### config.mk
export PLATFORM = sky130hd
export DESIGN_NAME = axis_upsizer
export DESIGN_NICKNAME = d
export VERILOG_FILES = /design/src/rtl/axis_pkg.sv /design/src/rtl/axis_upsizer.sv
export SDC_FILE = /design/constraint.sdc
export NUM_CORES = 1
export LEC_CHECK = 0
export ABC_AREA = 1
export CAP_MARGIN = 20
export CORE_UTILIZATION = 52
export DETAILED_ROUTE_END_ITERATION = 6
export PLACE_DENSITY = 0.76
export SYNTH_ARGS = -nofsm -noshare
export SYNTH_HDL_FRONTEND = slang
export SYNTH_SLANG_ARGS = --single-unit
### constraint.sdc
create_clock -name clk -period 4.2 [get_ports clk]
set_clock_uncertainty 0.05 [all_clocks]
set_input_delay 0.63 -clock clk [delete_from_list [all_inputs] [get_ports clk]]
set_output_delay 0.63 -clock clk [all_outputs]
set_load 0.02 [all_outputs]
### src/rtl/axis_pkg.sv
// Shared AXI-Stream helpers for the width converters.
// Keep widths, counter sizing, width legality and the two-state output FSM type.
package axis_pkg;

  typedef enum logic {
    EMPTY = 1'b0,
    FULL  = 1'b1
  } state_t;

  function automatic int keep_width(input int w);
    return w / 8;
  endfunction

  function automatic int cnt_bits(input int r);
    return (r > 1) ? $clog2(r) : 1;
  endfunction

  function automatic bit widths_ok(input int iw, input int ow);
    return (iw > 0) && (iw % 8 == 0) &&
           (ow >= iw) && (ow % iw == 0);
  endfunction

endpackage

### src/rtl/axis_upsizer.sv
// Packs narrow AXI-Stream beats into wide words for the array's S_AXIS port.
// Little-endian lane order; TLAST closes a word early with zero-filled lanes.
module axis_upsizer
  import axis_pkg::*;
#(
  parameter int inWidth  = 64,
  parameter int outWidth = 256
) (
  input  logic                    clk,
  input  logic                    rst,
  input  logic [inWidth-1:0]      S_AXIS_TDATA,
  input  logic [inWidth/8-1:0]    S_AXIS_TKEEP,
  input  logic                    S_AXIS_TLAST,
  input  logic                    S_AXIS_TVALID,
  output logic                    S_AXIS_TREADY,
  output logic [outWidth-1:0]     M_AXIS_TDATA,
  output logic [outWidth/8-1:0]   M_AXIS_TKEEP,
  output logic                    M_AXIS_TLAST,
  output logic                    M_AXIS_TVALID,
  input  logic                    M_AXIS_TREADY,
  output logic                    short_frame,
  output logic                    keep_err
);

  localparam int ratio    = outWidth / inWidth;
  localparam int cntWidth = cnt_bits(ratio);
  localparam int inKeep   = keep_width(inWidth);
  localparam int outKeep  = keep_width(outWidth);

  localparam logic [cntWidth-1:0] lastIdx =
    cntWidth'(ratio - 1);

  generate
    if (!widths_ok(inWidth, outWidth)) begin : g_bad_widths
      $error("axis_upsizer: illegal inWidth/outWidth");
    end
  endgenerate

  state_t                state;
  logic [cntWidth-1:0]   cnt;
  logic [outWidth-1:0]   buf_data;
  logic [outKeep-1:0]    buf_keep;
  logic [outWidth-1:0]   merged_data;
  logic [outKeep-1:0]    merged_keep;

  logic s_ready;
  logic accept;
  logic at_last;
  logic complete;
  logic drain;

  assign M_AXIS_TVALID = (state == FULL);
  assign s_ready       = (state == EMPTY) || M_AXIS_TREADY;
  assign S_AXIS_TREADY = s_ready;
  assign accept        = S_AXIS_TVALID && s_ready;
  assign at_last       = (cnt == lastIdx);
  assign complete      = accept &&
                         (S_AXIS_TLAST || at_last);
  assign drain         = M_AXIS_TVALID && M_AXIS_TREADY;

  // Buffer with the current beat dropped into lane cnt.
  // Lanes above cnt are still zero from the last clear.
  always_comb begin
    merged_data = buf_data;
    merged_keep = buf_keep;
    for (int i = 0; i < ratio; i++) begin
      if (cnt == cntWidth'(i)) begin
        merged_data[i*inWidth +: inWidth] = S_AXIS_TDATA;
        merged_keep[i*inKeep +: inKeep]   = S_AXIS_TKEEP;
      end
    end
  end

  // Assembly buffer and lane counter; cleared on every completion.
  always_ff @(posedge clk or negedge rst) begin
    if (!rst) begin
      cnt      <= '0;
      buf_data <= '0;
      buf_keep <= '0;
    end else if (accept) begin
      if (complete) begin
        cnt      <= '0;
        buf_data <= '0;
        buf_keep <= '0;
      end else begin
        cnt      <= cnt + cntWidth'(1);
        buf_data <= merged_data;
        buf_keep <= merged_keep;
      end
    end
  end

  // Output FSM with registered word, TLAST and short-frame pulse.
  always_ff @(posedge clk or negedge rst) begin
    if (!rst) begin
      state        <= EMPTY;
      M_AXIS_TDATA <= '0;
      M_AXIS_TKEEP <= '0;
      M_AXIS_TLAST <= 1'b0;
      short_frame  <= 1'b0;
    end else begin
      short_frame <= 1'b0;
      if (complete) begin
        state        <= FULL;
        M_AXIS_TDATA <= merged_data;
        M_AXIS_TKEEP <= merged_keep;
        M_AXIS_TLAST <= S_AXIS_TLAST;
        short_frame  <= S_AXIS_TLAST && !at_last;
      end else if (drain) begin
        state <= EMPTY;
      end
    end
  end

  // Sticky flag for a partial-keep beat in the middle of a frame.
  always_ff @(posedge clk or negedge rst) begin
    if (!rst) begin
      keep_err <= 1'b0;
    end else if (accept && !S_AXIS_TLAST &&
                 !(&S_AXIS_TKEEP)) begin
      keep_err <= 1'b1;
    end
  end

endmodule
---- Word-level counts from Yosys, hierarchy flattened ----
Cells that the tools add are included.
Widths: inputs -> output; s select.
word-level totals
  register bits after elaboration ......... 582
  input port bits ......................... 77
  output and inout port bits .............. 293
  word-level logic and storage cells ...... 42
operators by class
  add/subtract/negate cells ............... 1
  equal/unequal tests ..................... 3
  muxes and demuxes ....................... 14
  bitwise logic cells ..................... 1
  reductions and logical operators ........ 14
operators by type and width
  operator             number
  $mux 256             1
  $mux 64              4
  $mux 32              1
  $mux 8               4
  $reduce_and 8->1     1
  $logic_and 1x1->1    6
  $eq 2x2->1 const B   2
  $logic_not 1->1      3
  $mux 1               3
  $add 2x1->2 const B  1
  $eq 2x1->1 const B   1
  $logic_not 2->1      1
  $logic_or 1x1->1     2
  $mux 2               1
  $reduce_bool 2->1    1
  $not 1->1            1

---- Longest topological paths before layout ----
Gate-level depths: netlist of the first run.
  depth after elaboration ................. 5
  mapped depth ............................ 9
  gate-level depth less buffers ........... 7

---- Least setup slack after synthesis of the first run ----
Ideal clock, no wire load.
  kind .................................... input port to flip-flop
  start point ............................. input M_AXIS_TREADY
  end point ............................... register M_AXIS_TDATA[235]
  library setup time ...................... 0.065 ns
  arrival time ............................ 1.566 ns
  data required time ...................... 4.085 ns
  setup slack ............................. 2.519 ns
  stages .................................. 8
  buffers on the path ..................... 2
  cells stage by stage .................... inv_1 > nand2_2 > nand2_4 > nor2_4 > buf_2 > buf_2 > nand2_1 > nand2_1
between the ends
  longest elaborated chain between the ends .. 3
ends and longest elaborated chain
  what                    RTL line             RTL
  start: declaration      axis_upsizer.sv:20   input logic M_AXIS_TREADY,
  $logic_or 1x1->1        axis_upsizer.sv:53   assign s_ready = (state == EMPTY) || M_AXIS_TREADY;
  net S_AXIS_TREADY       axis_upsizer.sv:15   output logic S_AXIS_TREADY,
  $logic_and 1x1->1       axis_upsizer.sv:55   assign accept = S_AXIS_TVALID && s_ready;
  $logic_and 1x1->1       axis_upsizer.sv:57   assign complete = accept &&
  end signal: assignment  axis_upsizer.sv:105  M_AXIS_TDATA <= merged_data;
  end: declaration        axis_upsizer.sv:16   output logic [outWidth-1:0] M_AXIS_TDATA,
The timed path passes the listed nets, and every way through them passes these cells.
A chain may end at the register's enable or synchronous reset.

---- Worst setup path after layout of the first run ----
  start point ............................. register cnt[0]
  end point ............................... register M_AXIS_TDATA[36]
between the ends
  longest elaborated chain between the ends .. 3
  elaborated cells on any way between the ends .. 5
  those cells by class .................... eq/ne: 1; mux: 1; reduce/logical: 3
ends and longest elaborated chain
  what                      RTL line            RTL
  start: declaration        axis_upsizer.sv:40  logic [cntWidth-1:0] cnt;
  start signal: assignment  axis_upsizer.sv:86  cnt <= cnt + cntWidth'(1);
  $eq 2x2->1                axis_upsizer.sv:56  assign at_last = (cnt == lastIdx);
  $logic_or 1x1->1          axis_upsizer.sv:58  (S_AXIS_TLAST || at_last);
  $logic_and 1x1->1         axis_upsizer.sv:57
Several ways; a longest one is shown, not always the timed one.

==> metrics.cfg, run 1 <==
[pwr]
swShare_pct = 33.9
clkPwrFrac_pct = 30.2
pwr-share-comb_pct = 28.3
seqPwrFrac_pct = 41.6
ir_drop_v = 0.000400
p_per_area_nw_per_um2 = 556
netSwitchingPower_mw = 5.89
internal-power_mw = 11.5
leakagePower_nw = 17.9

[routing]
wl_met1_um = 31700
top_layer_used = met5
vias_per_cell = 5.08
via_count = 21688
drc = 0
dr.first_iter.drc_count = 1858
wire_per_inst_um = 16.4
routed_wirelength_um = 69900
antenna_left = 0
wl_met3_um = 4280
dr_wl_met2_um = 32400
drt-pass1-iter-count = 5

[timing]
hold_viol = 0
clock.fmax_mhz = 349
setup_viol = 0
finalCritPeriodShare_pct = 68.2
worst_slew_pin_slew_ps = 1270
slew_headroom_pct = 15.4
post-route-min-period_ps = 2860
drv_slew = 0
hold_ws_ps = 30.7
rsz0062_at_grt = false
finalSetupTns_ps = 0

[grt]
grt-ovfl-total = 0
grt_pass1_wl_um = 113000
grt_max_degree = 211
grt_pass1_vias = 20875
antenna_found_initial = 1
grt_usage_pct = 28.8

[floorplan]
die_h_um = 222
initial_core_util_pct = 52.6
die_area_um2 = 49200
die_x_um = 222
core_area_um2 = 47700
num_io_pins = 370
num_rows = 80

[logic_synthesis]
syn_nets = 3402
syn_area_per_cell_um2 = 7.57
synth_area_um2 = 25100
synth.distinct_cells = 18
synth-seq-cells = 582
synth-seq-area-share_pct = 58.0
yosys_warnings = 0
netlist_instances = 3321

[clocking]
postCtsSetupBuffers = 0
ctsLongestPathBuffers = 3
cts_tree = done
cts_made_buffers = 59
cts_root_buf = clkbuf_16
cts_hold_buf = 0
clk_latency_ps = 610
clock_sinks = 582
clk_pin_slew_ps = 60
postCtsResizedCells = 0
ctsHtreeMaxLevel = 2

[finish]
antenna_cells = 0
area_delta_synth_final_pct = 24.4
drive_above_1_share_pct = 4.08
layoutNonFillerInstCount = 4270
fin_nets = 3690

[setup_path]
path_buf_inv = 2
path_max_fanout = 59
setup.worst_path.end_class = flop
cp.arrival_ps = 3290
cp_top_family = simple AND/OR/NAND/NOR gates
ff2ff_path_depth = 7
path_cells = ha_4, nor2_2, inv_2, nand3_4, buf_4, nand2_1, nand2_1
cp_common_cell = nand2_1
r2r_end = M_AXIS_TDATA[36]
crit-reg2reg-launch = cnt[0]
worstSetupPathType = reg -> reg
r2r_slack_ps = 1340
cpPeakStageDelay_ps = 690
crit_path_top_delay_cell = nand3_4
crit_path_start_kind = flop
crit_required_ps = 4630

[placed_design]
port_buffers = 369
dp.cells = 4163
hpwl_um = 40800
place.gp.congestion = 0.802

[status]
status = finished clean

[min_path]
min_path_type = in -> async

[flow_run]
cap_violations = 0

worst reg2reg max path, stage by stage (launching register included):
cell	delay (ps)
dfrtp_1	480
ha_4	510
nor2_2	140
inv_2	160
nand3_4	690
buf_4	540
nand2_1	100
nand2_1	60
per-stage QoR:
step	cell area [µm²]	setup slack (ps)	utilization, %	total power [mW]
finish	31300	1340	65.5	17.4
global route	31300	1130	65.5	18.2
CTS	31300	1300	65.5	17.5
detailed placement	29300	1200	61.4	12.2
global placement	29300	1250	61.4	12.1
floorplan	25100	2520	-	9.79
registers in the layout, summed over array words and instances (netlist names):
register	cells
M_AXIS_TDATA	256
buf_data	256
M_AXIS_TKEEP	32
buf_keep	32
cnt	2
M_AXIS_TLAST	1
M_AXIS_TVALID	1
keep_err	1
short_frame	1
cells by family after synthesis:
kind of cell	share of synthesized area, %
and+or+nand+nor	37.1
DFF	58.0
buffers and inverters	4.67
adders and majority gates	0.199
AOI/OAI and AO/OA	0.0299
power by group through the flow:
stage                     Combinational (mW)  Clock [mW]  Sequential (mW)
after detailed placement                4.92           0             7.28
after global routing                    5.35        5.53             7.32
final                                   4.92        5.25             7.23
after global placement                  4.83           0             7.30
after floorplan                         1.90           0             7.90
after CTS                               4.94        5.33             7.22
metal layers:
metal	up-vias	track usage, %
met5	-	0
met4	2	8.45
met3	99	4.31
met2	726	45.1
met1	10393	41.7
li1	10468	-
worst max path at each step:
stage / from / slack (ps) / to / cells after the start
2_1_floorplan: M_AXIS_TREADY / 2520 / M_AXIS_TDATA[235] / 8
3_3_place_gp: M_AXIS_TREADY / 1250 / M_AXIS_TDATA[99] / 7
3_5_place_dp: S_AXIS_TLAST / 1200 / M_AXIS_TDATA[163] / 7
4_1_cts: cnt[0] / 1300 / M_AXIS_TDATA[36] / 7
5_1_grt: cnt[0] / 1130 / M_AXIS_TDATA[163] / 7
6_report: cnt[0] / 1340 / M_AXIS_TDATA[36] / 7
cell type report:
class                      count  area, µm²
clock buffer                  90       1800
tap                          615        769
fill                        4003      16500
timing repair buffer         405       4220
multi-input combinational   2480       9460
inverter                      81        304
clock inverter                17        143
sequential                   582      14600
synth_stat cells (all sizes together):
cell,n,share of area [%]
buf,115,2.5
nand2,2466,37
a21boi,1,0.030
inv,81,1.2
dfrtp,582,58
nand3,2,0.040
ha,4,0.20
nor2,7,0.21
clkbuf,63,0.94
placed cells by master, fill, tap and decap left out:
cell / instances
nand3_1: 1
nor2_4: 1
nor2_8: 1
clkbuf_1: 10
nand2_1: 2464
nor2_1: 4
clkbuf_16: 59
buf_8: 1
nor2_2: 1
nand2_8: 1
inv_1: 76
nand3_4: 1
a21boi_0: 1
ha_4: 4
nand2_2: 1
buf_12: 20
bufinv_16: 2
clkdlybuf4s50_1: 368
clkinv_2: 13
buf_4: 16
clkbuf_8: 21
inv_2: 5
inv_6: 2
dfrtp_1: 582
Note: power is estimated with default switching activity, not from simulation.
==> run 2, diff against run 1 <==
clock period = 2.8 ns   (was 4.2 ns; I/O delays follow)
==> run 2 against run 1 <==
  * Largest cell class unchanged
  * Setup slack got worse by 900 ps
  * Critical path depth decreased by 5
  * Hold slack improved by 310 ps
  * Global-route usage increased by 0.081 points
  * Die area unchanged
==> metrics.cfg, run 2 (synthesis gave the netlist of run 1 again) <==
[setup_path]
setup.worst_path.end_class = primary output
crit_start = M_AXIS_TVALID
cp.depth = 2
cp_top_family = buffers and inverters
crit_path_top_delay_cell = clkdlybuf4s50_1
r2r_end = M_AXIS_TDATA[32]
path_max_fanout = 4
r2r_slack_ps = 650
crit_path_start_kind = flop
worstSetupPathType = reg -> out
ff2ff_path_depth = 8
path_buf_inv = 1
crit-reg2reg-launch = cnt[0]
cpPeakStageDelay_ps = 700
cp.arrival_ps = 1900
crit_required_ps = 2330
path_cells = nand2_2, clkdlybuf4s50_1
cp-endpoint = S_AXIS_TREADY

[routing]
routed_wirelength_um = 70300
drc = 0
via_count = 21678
vias_per_cell = 5.05
drt-pass1-iter-count = 5
dr.first_iter.drc_count = 1828
antenna_left = 0
wire_per_inst_um = 16.4

[floorplan]
die_h_um = 222
num_rows = 80
num_io_pins = 370
initial_core_util_pct = 52.6
die_x_um = 222
die_area_um2 = 49200
core_area_um2 = 47700

[finish]
final_cell_mix = 2464 x nand2_1, 582 x dfrtp_1, 368 x clkdlybuf4s50_1, 76 x inv_1, 58 x clkbuf_16
mostFrequentLayoutCell = nand2_1
final_util_pct = 66.0
antenna_cells = 0
fillers = 3991
top_regs = M_AXIS_TDATA (256), buf_data (256)
regArea_um2 = 14600
fin_nets = 3709
drive_above_1_share_pct = 4.60
area_delta_synth_final_pct = 25.5
multi_input_comb_area_um2 = 9460

[clocking]
ctsHtreeMaxLevel = 2
postCtsResizedCells = 0
ctsLongestPathBuffers = 3
cts_root_buf = clkbuf_16
clk_pin_slew_ps = 60
cts_tree = done
clk_latency_ps = 620
clock_sinks = 582
cts_made_buffers = 58
postCtsSetupBuffers = 0

[pwr]
clkPwrFrac_pct = 30.2
seqPwrFrac_pct = 41.2
pwr-share-comb_pct = 28.6
leakagePower_nw = 18.1
swShare_pct = 33.9
p_per_area_nw_per_um2 = 832
ir_drop_v = 0.000649
p_total_mw = 26.2
internal-power_mw = 17.3
netSwitchingPower_mw = 8.89

[grt]
grt_pass1_wl_um = 114000
grt-ovfl-total = 0
grt_usage_pct = 28.8
antenna_found_initial = 1
grt_pass1_vias = 21101
grt_max_degree = 148

[timing]
worst_slew_pin_slew_ps = 831
hold_ws_ps = 338
finalSetupTns_ps = 0
setup_viol = 0
finalCritPeriodShare_pct = 84.5
clock.fmax_mhz = 423
hold_viol = 0
rsz0062_at_grt = false
drv_slew = 0
post-route-min-period_ps = 2370
slew_headroom_pct = 44.6

[min_path]
min_path_type = in -> async

[flow_run]
cap_violations = 0

[placed_design]
place.gp.congestion = 0.791
port_buffers = 369
hpwl_um = 42900

[status]
status = finished clean

run 2: cell types whose count changed in the layout (fill, tap and decap cells not counted):
cell / delta
buf_12: +9
buf_4: +10
bufinv_16: +2
clkbuf_1: +1
clkbuf_16: -1
clkbuf_8: -6
clkinv_2: +3
clkinv_8: +1
dlygate4sd3_1: +1
inv_6: +2
run 2: how the worst min path moves through the flow:
stage | slack, ps | cells past startpoint | start | end
2_1_floorplan | 70 | 0 | rst | M_AXIS_TDATA[0]
3_3_place_gp | 400 | 1 | rst | M_AXIS_TDATA[179]
3_5_place_dp | 390 | 1 | rst | M_AXIS_TDATA[179]
4_1_cts | 330 | 2 | rst | M_AXIS_TDATA[179]
5_1_grt | 360 | 2 | rst | M_AXIS_TDATA[180]
6_report | 340 | 2 | rst | M_AXIS_TDATA[177]
run 2: stage by stage:
| step | setup WS, ps | instances | cell area, µm² |
|---|---|---|---|
| detailed placement | 441 | 4182 | 29600 |
| global route | 398 | 4292 | 31500 |
| global placement | 430 | 4182 | 29600 |
| CTS | 391 | 4292 | 31500 |
| floorplan | 1180 | 3321 | 25100 |
| finish | 435 | 4292 | 31500 |
run 2: layout make-up:
class	count	share of cell area, %
sequential	582	46.2
multi-input combinational	2480	30.0
timing repair buffer	425	14.2
clock buffer	84	5.39
tap	615	2.44
inverter	81	0.964
clock inverter	25	0.798
run 2: power groups by stage:
stage | Sequential [mW] | Clock [mW] | Combinational [mW]
after floorplan | 11.8 | 0 | 2.85
after global placement | 10.9 | 0 | 7.37
after detailed placement | 10.9 | 0 | 7.50
after CTS | 10.8 | 8.03 | 7.54
after global routing | 11.0 | 8.35 | 8.13
final | 10.8 | 7.92 | 7.50
run 2: timing repair:
action / in CTS / in global routing
setup endpoints to repair: 0 / 0
endpoints found under the hold margin: 50 / 0
hold buffers: 1 / 0
run 2: routing by layer:
metal / track usage [%] / vias to the layer above / part of all wire, %
met3: 4.15 / 105 / 6.2
met5: 0 / - / 0.017
li1: - / 10466 / -
met4: 8.87 / 2 / 2.3
met1: 40.9 / 10340 / 45
met2: 46.2 / 765 / 47
==> run 3, diff against run 2 <==
clock period = 2.2 ns   (was 2.8 ns; I/O delays follow)
==> run 3 against run 2 <==
  * Sequential share of layout area is 1.1 points lower
  * Sequential power is 28% higher
  * Flip-flop and latch count stayed put
  * Setup slack worse by 320 ps
  * Via count is 0.89% higher
  * Combinational power is 30% higher
  * Total power is 34% higher
  * Critical endpoint is now M_AXIS_TVALID
  * Register-to-register slack worse by 330 ps
  * Design area is 2.5% higher
  * Global-route usage is 0.63 points higher
  * Hold slack worse by 170 ps
  * First-iteration DRC count is 7.5% higher
==> metrics.cfg, run 3 (synthesis gave the netlist of run 1 again) <==
[timing]
rsz0062_at_grt = false
finalCritPeriodShare_pct = 94.6
drv_slew = 0
slew_headroom_pct = 54.8
worst_slew_pin_slew_ps = 678
clock.fmax_mhz = 480
hold_viol = 0
post-route-min-period_ps = 2080
finalSetupTns_ps = 0
setup_viol = 0

[finish]
top_regs = M_AXIS_TDATA (256), buf_data (256)
final_util_pct = 67.7
antenna_cells = 0
final_cell_mix = 2464 x nand2_1, 582 x dfrtp_1, 367 x clkdlybuf4s50_1, 76 x inv_1, 61 x clkbuf_16
layoutNonFillerInstCount = 4323
fin_nets = 3739
area_delta_synth_final_pct = 28.6
mostFrequentLayoutCell = nand2_1
drive_above_1_share_pct = 5.64
fillers = 3793

[grt]
grt_pass1_wl_um = 116000
grt-ovfl-total = 0
antenna_found_initial = 2
grt_usage_pct = 29.5
grt_max_degree = 78
grt_pass1_vias = 21515

[setup_path]
r2r_end = M_AXIS_TDATA[183]
path_buf_inv = 1
path_max_fanout = 3
worstSetupPathType = reg -> out
crit_path_start_kind = flop
setup.worst_path.end_class = primary output
cp.arrival_ps = 1700
crit_required_ps = 1820
crit-reg2reg-launch = cnt[0]
r2r_slack_ps = 320
cpPeakStageDelay_ps = 640
ff2ff_path_depth = 8
crit_path_top_delay_cell = clkdlybuf4s50_1
path_cells = clkdlybuf4s50_1
cp_top_family = buffers and inverters

[placed_design]
port_buffers = 369
hpwl_um = 44700
place.gp.congestion = 0.806
dp.cells = 4212

[floorplan]
num_rows = 80
core_area_um2 = 47700
die_x_um = 222
die_h_um = 222
die_area_um2 = 49200
num_io_pins = 370
initial_core_util_pct = 52.6

[clocking]
clk_latency_ps = 620
ctsLongestPathBuffers = 3
cts_tree = done
cts_root_buf = clkbuf_16
cts_made_buffers = 58
clk_pin_slew_ps = 60
ctsHtreeMaxLevel = 2
postCtsSetupBuffers = 0
clock_sinks = 582

[routing]
antenna_left = 0
routed_wirelength_um = 71200
wire_per_inst_um = 16.5
via_count = 21870
drc = 0
drt-pass1-iter-count = 5
vias_per_cell = 5.06
dr.first_iter.drc_count = 1965

[min_path]
min_path_type = in -> async

[pwr]
leakagePower_nw = 18.4
p_per_area_nw_per_um2 = 1090
ir_drop_v = 0.000670

[status]
status = finished clean

[flow_run]
cap_violations = 0

## run 3: changes by cell type in the layout (fill, tap and decap cells not counted), sizes merged
| cell | previous run | this run |
|---|---|---|
| clkinvlp | 0 | 3 |
| clkdlybuf4s50 | 368 | 367 |
| clkbuf | 84 | 82 |
| buf | 56 | 86 |
| clkinv | 17 | 11 |
| dlygate4sd2 | 0 | 1 |
| bufinv | 4 | 13 |
| inv | 85 | 82 |
## run 3: worst max-delay path by stage
stage | cells past startpoint | endpoint | from
6_report | 1 | M_AXIS_TVALID | M_AXIS_TVALID
2_1_floorplan | 9 | M_AXIS_TDATA[149] | cnt[0]
5_1_grt | 1 | M_AXIS_TDATA[5] | M_AXIS_TDATA[5]
4_1_cts | 1 | M_AXIS_TDATA[5] | M_AXIS_TDATA[5]
3_3_place_gp | 8 | M_AXIS_TDATA[245] | S_AXIS_TLAST
3_5_place_dp | 8 | buf_keep[9] | S_AXIS_TLAST
## run 3: report_power, final
part | switching [mW] | total (mW) | internal (mW) | leakage, nW
registers | 1.25 | 13.8 | 12.5 | 7.87
logic | 5.89 | 9.78 | 3.89 | 9.44
clock network | 4.31 | 11.5 | 7.20 | 1.12
total | 11.4 | 35.1 | 23.6 | 18.4
## run 3: per-stage QoR
step / total power, mW / worst slack [ps] / hold WS [ps] / cell area [µm²]
after detailed placement: 23.6 / 47.5 / 218 / 30000
after floorplan: 18.7 / 579 / -15.6 / 25100
after global placement: 23.5 / 39.9 / 217 / 30000
after global routing: 36.6 / 85.9 / 177 / 32300
after CTS: 35.2 / 101 / 153 / 32300
final: 35.1 / 118 / 171 / 32300
## run 3: repair_timing
action	in CTS	in global routing
setup endpoints to repair	1	0
hold buffers	1	0
resized for setup	1	0
endpoints found under the hold margin	206	0
## run 3: area by class of cell
| type | count | area [µm²] | share of cell area, % |
|---|---|---|---|
| clock buffers | 82 | 1800 | 5.56 |
| clock inverters | 28 | 477 | 1.48 |
| inverters | 81 | 304 | 0.941 |
| multi-input cells | 2480 | 9460 | 29.3 |
| flip-flops and latches | 582 | 14600 | 45.1 |
| well taps | 615 | 769 | 2.38 |
| repair buffers | 455 | 4950 | 15.3 |
## run 3: layer usage
metal | wire length [µm] | up-vias | global-route usage (%)
met5 | 21 | - | 0
met4 | 2020 | 4 | 10.5
met3 | 4930 | 134 | 4.97
met2 | 33300 | 817 | 46.2
met1 | 30900 | 10385 | 41.7
li1 | - | 10530 | -
